===== src/rtl/alu_shift_add_multiplier.sv =====
// Iterative 32x32 unsigned shift-add multiplier that borrows an external
// combinational ALU as its only adder; one partial-product step per clock.
module alu_shift_add_multiplier #(
  parameter int         WIDTH   = 32,
  parameter logic [2:0] ADD_CMD = 3'd0
) (
  input  logic                 clk,
  input  logic                 reset_n,
  input  logic                 in_valid,
  output logic                 in_ready,
  input  logic [WIDTH-1:0]     multiplicand,
  input  logic [WIDTH-1:0]     multiplier,
  output logic                 out_valid,
  input  logic                 out_ready,
  output logic [2*WIDTH-1:0]   product,
  output logic [WIDTH-1:0]     alu_operandA,
  output logic [WIDTH-1:0]     alu_operandB,
  output logic [2:0]           alu_command,
  input  logic [WIDTH-1:0]     alu_result,
  input  logic                 alu_carryout
);

  typedef enum logic [1:0] {
    IDLE = 2'd0,
    RUN  = 2'd1,
    DONE = 2'd2
  } state_t;

  state_t           state_q, state_d;
  logic [WIDTH-1:0] mcand_q, mcand_d;
  logic [WIDTH-1:0] acc_hi_q, acc_hi_d;
  logic [WIDTH-1:0] acc_lo_q, acc_lo_d;
  logic [5:0]       count_q, count_d;

  always_ff @(posedge clk or negedge reset_n) begin
    if (!reset_n) begin
      state_q  <= IDLE;
      mcand_q  <= '0;
      acc_hi_q <= '0;
      acc_lo_q <= '0;
      count_q  <= '0;
    end else begin
      state_q  <= state_d;
      mcand_q  <= mcand_d;
      acc_hi_q <= acc_hi_d;
      acc_lo_q <= acc_lo_d;
      count_q  <= count_d;
    end
  end

  always_comb begin
    state_d      = state_q;
    mcand_d      = mcand_q;
    acc_hi_d     = acc_hi_q;
    acc_lo_d     = acc_lo_q;
    count_d      = count_q;
    in_ready     = 1'b0;
    out_valid    = 1'b0;
    product      = '0;
    alu_operandA = '0;
    alu_operandB = '0;
    alu_command  = ADD_CMD;

    unique case (state_q)
      IDLE: begin
        in_ready = 1'b1;
        if (in_valid) begin
          mcand_d  = multiplicand;
          acc_hi_d = '0;
          acc_lo_d = multiplier;
          count_d  = '0;
          state_d  = RUN;
        end
      end

      RUN: begin
        alu_operandA = acc_hi_q;
        alu_operandB = mcand_q;
        // The ALU carry becomes the new accumulator MSB as the pair shifts right.
        if (acc_lo_q[0]) begin
          {acc_hi_d, acc_lo_d} = {alu_carryout, alu_result, acc_lo_q[WIDTH-1:1]};
        end else begin
          {acc_hi_d, acc_lo_d} = {1'b0, acc_hi_q, acc_lo_q[WIDTH-1:1]};
        end
        count_d = count_q + 6'd1;
        if (count_q == 6'd31) begin
          state_d = DONE;
        end
      end

      DONE: begin
        out_valid = 1'b1;
        product   = {acc_hi_q, acc_lo_q};
        if (out_ready) begin
          state_d = IDLE;
        end
      end

      default: begin
        state_d = IDLE;
      end
    endcase
  end

endmodule


===== config.mk =====
export PLATFORM = sky130hd
export DESIGN_NAME = alu_shift_add_multiplier
export DESIGN_NICKNAME = d
export VERILOG_FILES = /design/src/rtl/alu_shift_add_multiplier.sv
export SDC_FILE = /design/constraint.sdc
export NUM_CORES = 1
export LEC_CHECK = 0
export ABC_AREA = 1
export CORE_ASPECT_RATIO = 1.1
export CORE_MARGIN = 2
export CORE_UTILIZATION = 46
export CTS_CLUSTER_SIZE = 30
export DETAILED_ROUTE_END_ITERATION = 8
export GPL_TIMING_DRIVEN = 0
export MAX_ROUTING_LAYER = met4
export PLACE_DENSITY = 0.95
export SYNTH_ARGS = -nofsm -noshare
export SYNTH_HDL_FRONTEND = slang
export SYNTH_SLANG_ARGS = --single-unit

===== constraint.sdc =====
create_clock -name clk -period 1.87 [get_ports clk]
set_input_delay 0.187 -clock clk [delete_from_list [all_inputs] [get_ports clk]]
set_output_delay 0.187 -clock clk [all_outputs]
set_load 0.03 [all_outputs]

==> flow_summary.json, run 1 <==
{
  "nNetsFinal": 1104,
  "final-hold-violation-count": 0,
  "worst-setup-path-type": "flop to output pin",
  "tightest_slew_ns": 0.653,
  "cp_cell_sequence": "inv_2 > nand2_4 > buf_8 > buf_4 > nor2_1 > buf_4",
  "hpwl_mm": 12.4,
  "grt_pass1_wl_mm": 27.0,
  "htreeDepth": 3,
  "cp.required_ns": 1.68,
  "fin_crit_sh_pct": 97.2,
  "placed_area_um2": 7940,
  "synthArstFlopShare_pct": 100,
  "min_period_ns": 1.82,
  "rr_startpoint": "state_q[0]$_DFFE_PN0P_",
  "arrival_ns": 1.63,
  "min_path_type": "input port to asynchronous set/reset pin",
  "die_area_um2": 12700,
  "die_x_um": 107,
  "place.gp.congestion": 0.870,
  "fin_setup_tns_ns": 0,
  "yosys.area_share.simple_pct": 25.5,
  "clock_latency_ns": 0.34,
  "synthToLayoutAreaGrowth_pct": 44.0,
  "ys_ff_latch": 104,
  "syn_area_um2": 5420,
  "slowest_stage": "dfrtp_1",
  "grt_max_degree": 57,
  "ys_top_cells_by_count": "nand2_1 (183), nor2_1 (169), dfrtp_1 (104)",
  "clk_root_buffer_cell": "clkbuf_16",
  "core_um2": 11500,
  "grt_pass1_vias": 5540,
  "grtUsageTotal_pct": 27.4,
  "yosys.area_share.adder_pct": 0.231,
  "globalRoute.totalOverflow": 0,
  "critPathMaxFanout": 10,
  "design_area_um2": 7800,
  "fmax_ghz": 0.550,
  "wire_per_inst_um": 14.5,
  "maxCapViolCount": 0,
  "setup_slack_ns": 0.0521,
  "synthTopCellsByArea": "dfrtp_1 (48%), nand2_1 (13%), nor2_1 (12%), inv_1 (7.1%), o21ai_0 (5.1%)",
  "port_buffers": 230,
  "power.leakage_nw": 4.15,
  "cts_made_buffers": 9,
  "vdd_drop_max_mv": 0.752,
  "rsz0062_at_grt": "yes",
  "crit_path_start": "state_q[1]$_DFFE_PN0P_",
  "postSynthAreaPerCell_um2": 7.17,
  "slew_viol_final": 0,
  "synth_top_family_by_area": "simple AND/OR/NAND/NOR gates",
  "hold_ws_ns": 0.409,
  "crit_buf_inv": 4,
  "final_layout_size_suffix_gt1_share_pct": 19.0,
  "synth_seq_area_share_pct": 48.0,
  "syn_inst": 755,
  "cp_top_family": "buffers and inverters",
  "drt.antenna.violating_nets": 0,
  "viasPerCell": 4.97,
  "ctsLongestPathBuffers": 2,
  "drc": 0,
  "maxSlewHeadroom_pct": 56.5,
  "start_kind": "flop",
  "clock-sinks": 104,
  "synth_area_leader_cell": "dfrtp_1",
  "fill_cells": 1010,
  "synth_most_common_cell": "nand2_1",
  "p_per_area_nw_per_um2": 1550,
  "synth-compound-area-share_pct": 13.6,
  "yosys_warnings": 0,
  "start_util_pct": 47.1,
  "dieHeight_um": 118,
  "routed_wl_mm": 16.8,
  "cp_common_cell": "buf_4",
  "antenna_found_initial": 0,
  "cts_tree": "built",
  "slowest_delay_ns": 0.40,
  "finClkSkew_ns": 0.00920,
  "vias": 5750,
  "yosysTopAreaCellShare_pct": 48.0,
  "synth_edf_count": 0,
  "synth_xor_xnor_area_share_pct": 0.162,
  "rows": 41,
  "ys_types": 22,
  "dr.pass1.iters": 5,
  "status": "complete, no violations",
  "synth_ff_type": "dfrtp_1",
  "antenna_cells": 0,
  "boundaryPins": 234,
  "fin_util_pct": 67.9,
  "detail_route.iter0.violations": 414,
  "synthMuxAreaShare_pct": 0,
  "place_ws_ns": -0.333,
  "critPathCaptureType": "output pin",
  "finalSetupViolations": 0,
  "path_clk_slew_ns": 0.07
}
[cell families (layout without fill, tap and decap cells)]
| logic type | after synthesis | count (layout) |
|---|---|---|
| buf+inv | 155 | 405 |
| simple gates | 362 | 362 |
| other cells | 1 | 3 |
| xor+xnor | 1 | 1 |
| flops | 104 | 104 |
| fa+ha+maj | 1 | 1 |
| compound gates | 131 | 131 |
[final cells by class]
cell class,count,area (um2),share of cell area (%)
buffer,49,303,3.88
clock buffer,11,253,3.24
clock inverter,5,78.8,1.01
inverter,106,400,5.13
multi-input combinational,498,2170,27.9
sequential,104,2600,33.4
tap,150,188,2.41
timing repair buffer,234,1800,23.1
[path summary, 6_finish.rpt]
check	cells after the start	endpoint	slack (ns)
max	6	alu_operandA[3]	0.05
min	2	acc_hi_q[30]$_DFFE_PN0P_	0.41
min in group clk	3	mcand_q[20]$_DFFE_PN0P_	0.42
min reg2reg	2	acc_lo_q[18]$_DFFE_PN0P_	0.49
max reg2reg	7	mcand_q[26]$_DFFE_PN0P_	0.31
max in group asynchronous	3	state_q[0]$_DFFE_PN0P_	0.76
[placed cells by master, fill, tap and decap left out, types with 7 or more instances in the layout]
cell             synthesis  layout
clkbuf_16                0       9
o21ai_0                 55      55
clkbuf_1                13      13
inv_1                  102     102
buf_4                    7      40
dfrtp_1                104     103
o21ai_1                 12      12
nand3_1                  7       7
buf_2                   21     109
nand2_1                183     183
clkdlybuf4s50_1          0      99
o211ai_1                31      31
a21oi_1                 32      32
nor2_1                 169     164
[flip-flops by register name, indices dropped and copies added, names as in the netlist]
signal / flops
state_q: 2
acc_hi_q: 32
mcand_q: 32
acc_lo_q: 32
count_q: 6
[what timing repair did]
item | in CTS | in global routing
gates resized for setup | 570 | 124
hold buffers | 1 | 0
cloned | 0 | 0
endpoints found under the setup margin | 129 | 103
buffers inserted | 1 | 1
endpoints found under the hold margin | 48 | 0
[report_power, final]
group	internal, mW	switching, mW	total (mW)
Clock	1.24	0.819	2.06
Combinational	2.06	4.20	6.26
Sequential	3.29	0.445	3.73
Total	6.59	5.46	12.1
[stage by stage]
step	instances	total power [mW]
after floorplan	757	7.90
after global placement	1137	10.2
after detailed placement	1138	10.4
after CTS	1156	12.2
after global routing	1157	12.9
final	1157	12.1
[per-layer routing]
| metal | vias up | share of wire, % | track usage (%) |
|---|---|---|---|
| met5 | - | 0 | - |
| met4 | 0 | 2.6 | 10.2 |
| met3 | 36 | 6.0 | 4.04 |
| met2 | 211 | 52 | 47.0 |
| met1 | 2713 | 40 | 32.5 |
| li1 | 2790 | - | - |
[worst register-to-register path, delay by kind of cell, from the launching register on]
family                 cells  cell delay, ns
and+or+nand+nor            3            0.42
buffers and inverters      3            0.50
AOI/OAI and AO/OA          1            0.07
DFF                        1            0.46
(Power assumes the default switching activity.)
==> run 2: changes to the inputs <==
==> constraint.sdc (replaced) <==
create_clock -name clk -period 2.3 [get_ports clk]
set_input_delay 0.23 -clock clk [delete_from_list [all_inputs] [get_ports clk]]
set_output_delay 0.23 -clock clk [all_outputs]
set_load 0.03 [all_outputs]
==> flow_summary.json, run 2 (same netlist as run 1, synthesis figures left out) <==
{
  "status": "complete, no violations",
  "ctsLongestPathBuffers": 2,
  "clock_latency_ns": 0.34,
  "hold_ws_ns": 0.394,
  "place.gp.congestion": 0.900,
  "place_ws_ns": 0.0633,
  "core_um2": 11500,
  "min_path_type": "input port to asynchronous set/reset pin",
  "globalRoute.totalOverflow": 0,
  "drt.antenna.violating_nets": 0,
  "maxCapViolCount": 0,
  "grtUsageTotal_pct": 26.0,
  "fmax_ghz": 0.453,
  "start_kind": "flop",
  "wire_per_inst_um": 14.0,
  "report.power.total_mw": 9.56,
  "finClkSkew_ns": 0.0116,
  "rsz0062_at_grt": "no",
  "detail_route.iter0.violations": 331,
  "p_per_area_nw_per_um2": 1190,
  "fin_util_pct": 70.1,
  "antenna_found_initial": 0,
  "cp_common_cell": "buf_4",
  "power.leakage_nw": 4.22,
  "cp_cell_sequence": "inv_2 > nand2_2 > buf_4 > buf_4 > nor2_1 > dlygate4sd2_1",
  "grt_pass1_wl_mm": 25.8,
  "boundaryPins": 234,
  "synthToLayoutAreaGrowth_pct": 48.6,
  "largestRegisters": "acc_hi_q x32, acc_lo_q x32, mcand_q x32",
  "min_period_ns": 2.21,
  "worst-setup-path-type": "flop to output pin",
  "grt_pass1_vias": 5196,
  "final_layout_size_suffix_gt1_share_pct": 8.06,
  "vdd_drop_max_mv": 0.610,
  "finalSetupViolations": 0,
  "critPathCaptureType": "output pin",
  "arrival_ns": 1.98,
  "fill_cells": 974,
  "r2r_cells": 5,
  "cts_made_buffers": 9,
  "dr.pass1.iters": 4,
  "reg2reg_slack_ns": 0.80,
  "antenna_cells": 0,
  "die_x_um": 107,
  "nNetsFinal": 1102,
  "slowest_delay_ns": 0.44,
  "slew_viol_final": 0,
  "port_buffers": 230,
  "setup_slack_ns": 0.0925,
  "clock-sinks": 104,
  "rows": 41,
  "cp_top_family": "buffers and inverters",
  "slowest_stage": "dfrtp_1",
  "start_util_pct": 47.1,
  "rr_startpoint": "state_q[1]$_DFFE_PN0P_",
  "die_area_um2": 12700,
  "final-hold-violation-count": 0,
  "crit_buf_inv": 4,
  "clk_root_buffer_cell": "clkbuf_16",
  "crit_path_start": "state_q[1]$_DFFE_PN0P_",
  "grt_max_degree": 69,
  "cts_tree": "built",
  "final_common_cell": "nand2_1",
  "viasPerCell": 4.84,
  "drc": 0,
  "path_clk_slew_ns": 0.08,
  "critPathMaxFanout": 10,
  "worst-path-stages": 6,
  "multi_input_area_um2": 2150,
  "hpwl_mm": 12.1,
  "fin_crit_sh_pct": 96.0,
  "final_cell_mix": "nand2_1 (183), nor2_1 (169), dfrtp_1 (104), inv_1 (102), clkdlybuf4s50_1 (101)",
  "seq_area_um2": 2600,
  "vias": 5585,
  "dieHeight_um": 118,
  "reg2reg_to": "acc_hi_q[21]$_DFFE_PN0P_",
  "crit_end": "alu_operandA[31]",
  "htreeDepth": 3,
  "routed_wl_mm": 16.1,
  "cp.required_ns": 2.07
}
==> run 2: worst reg2reg max path, cell delays in order, from the launching register on <==
cell	delay (ns)
dfrtp_1	0.44
inv_2	0.11
o21ai_2	0.09
inv_2	0.18
clkbuf_1	0.37
o21ai_0	0.18
==> run 2: final cells by class <==
cell class              instances  share of cell area (%)
multi-input cells             498                    26.7
flip-flops and latches        104                    32.3
well taps                     150                    2.33
inverters                     106                    4.94
clock buffers                  10                    2.84
plain buffers                  49                    3.43
clock inverters                 6                   0.839
repair buffers                232                    26.6
==> run 2: per-layer routing <==
layer  track usage, %  vias up  share of wire [%]  wire, um
met2             42.2      209                 49      7920
met4             7.13        0                1.9       308
met5                -        -                  0         0
li1                 -     2786                  -         -
met1             34.2     2567                 43      6960
met3             3.60       23                5.9       945
==> run 2: power by group <==
group	switching (mW)	internal [mW]
registers	0.345	2.67
logic	3.35	1.67
clock network	0.675	0.851
total	4.37	5.20
==> run 2: worst min path at each step <==
stage / start / endpoint / slack, ns
finish: reset_n / acc_hi_q[29]$_DFFE_PN0P_ / 0.39
global route: reset_n / acc_hi_q[30]$_DFFE_PN0P_ / 0.44
CTS: reset_n / acc_hi_q[29]$_DFFE_PN0P_ / 0.41
detailed placement: reset_n / acc_hi_q[29]$_DFFE_PN0P_ / 0.22
global placement: acc_lo_q[25]$_DFFE_PN0P_ / acc_lo_q[25]$_DFFE_PN0P_ / 0.46
floorplan: reset_n / acc_hi_q[0]$_DFFE_PN0P_ / -0.07
==> run 2: what timing repair did <==
item                                    CTS  global route
setup buffers                             0             0
hold buffers                              1             0
endpoints found under the hold margin    36             0
endpoints found under the setup margin  124            59
gates resized for setup                 125            83
==> run 2: metrics by stage <==
step                      instances  setup TNS, ns  cell area, um2
after floorplan                 757              0            5420
after global placement         1137        -302.33            7910
final                          1155              0            8050
after CTS                      1155              0            8090
after detailed placement       1138              0            7940
after global routing           1155              0            8050
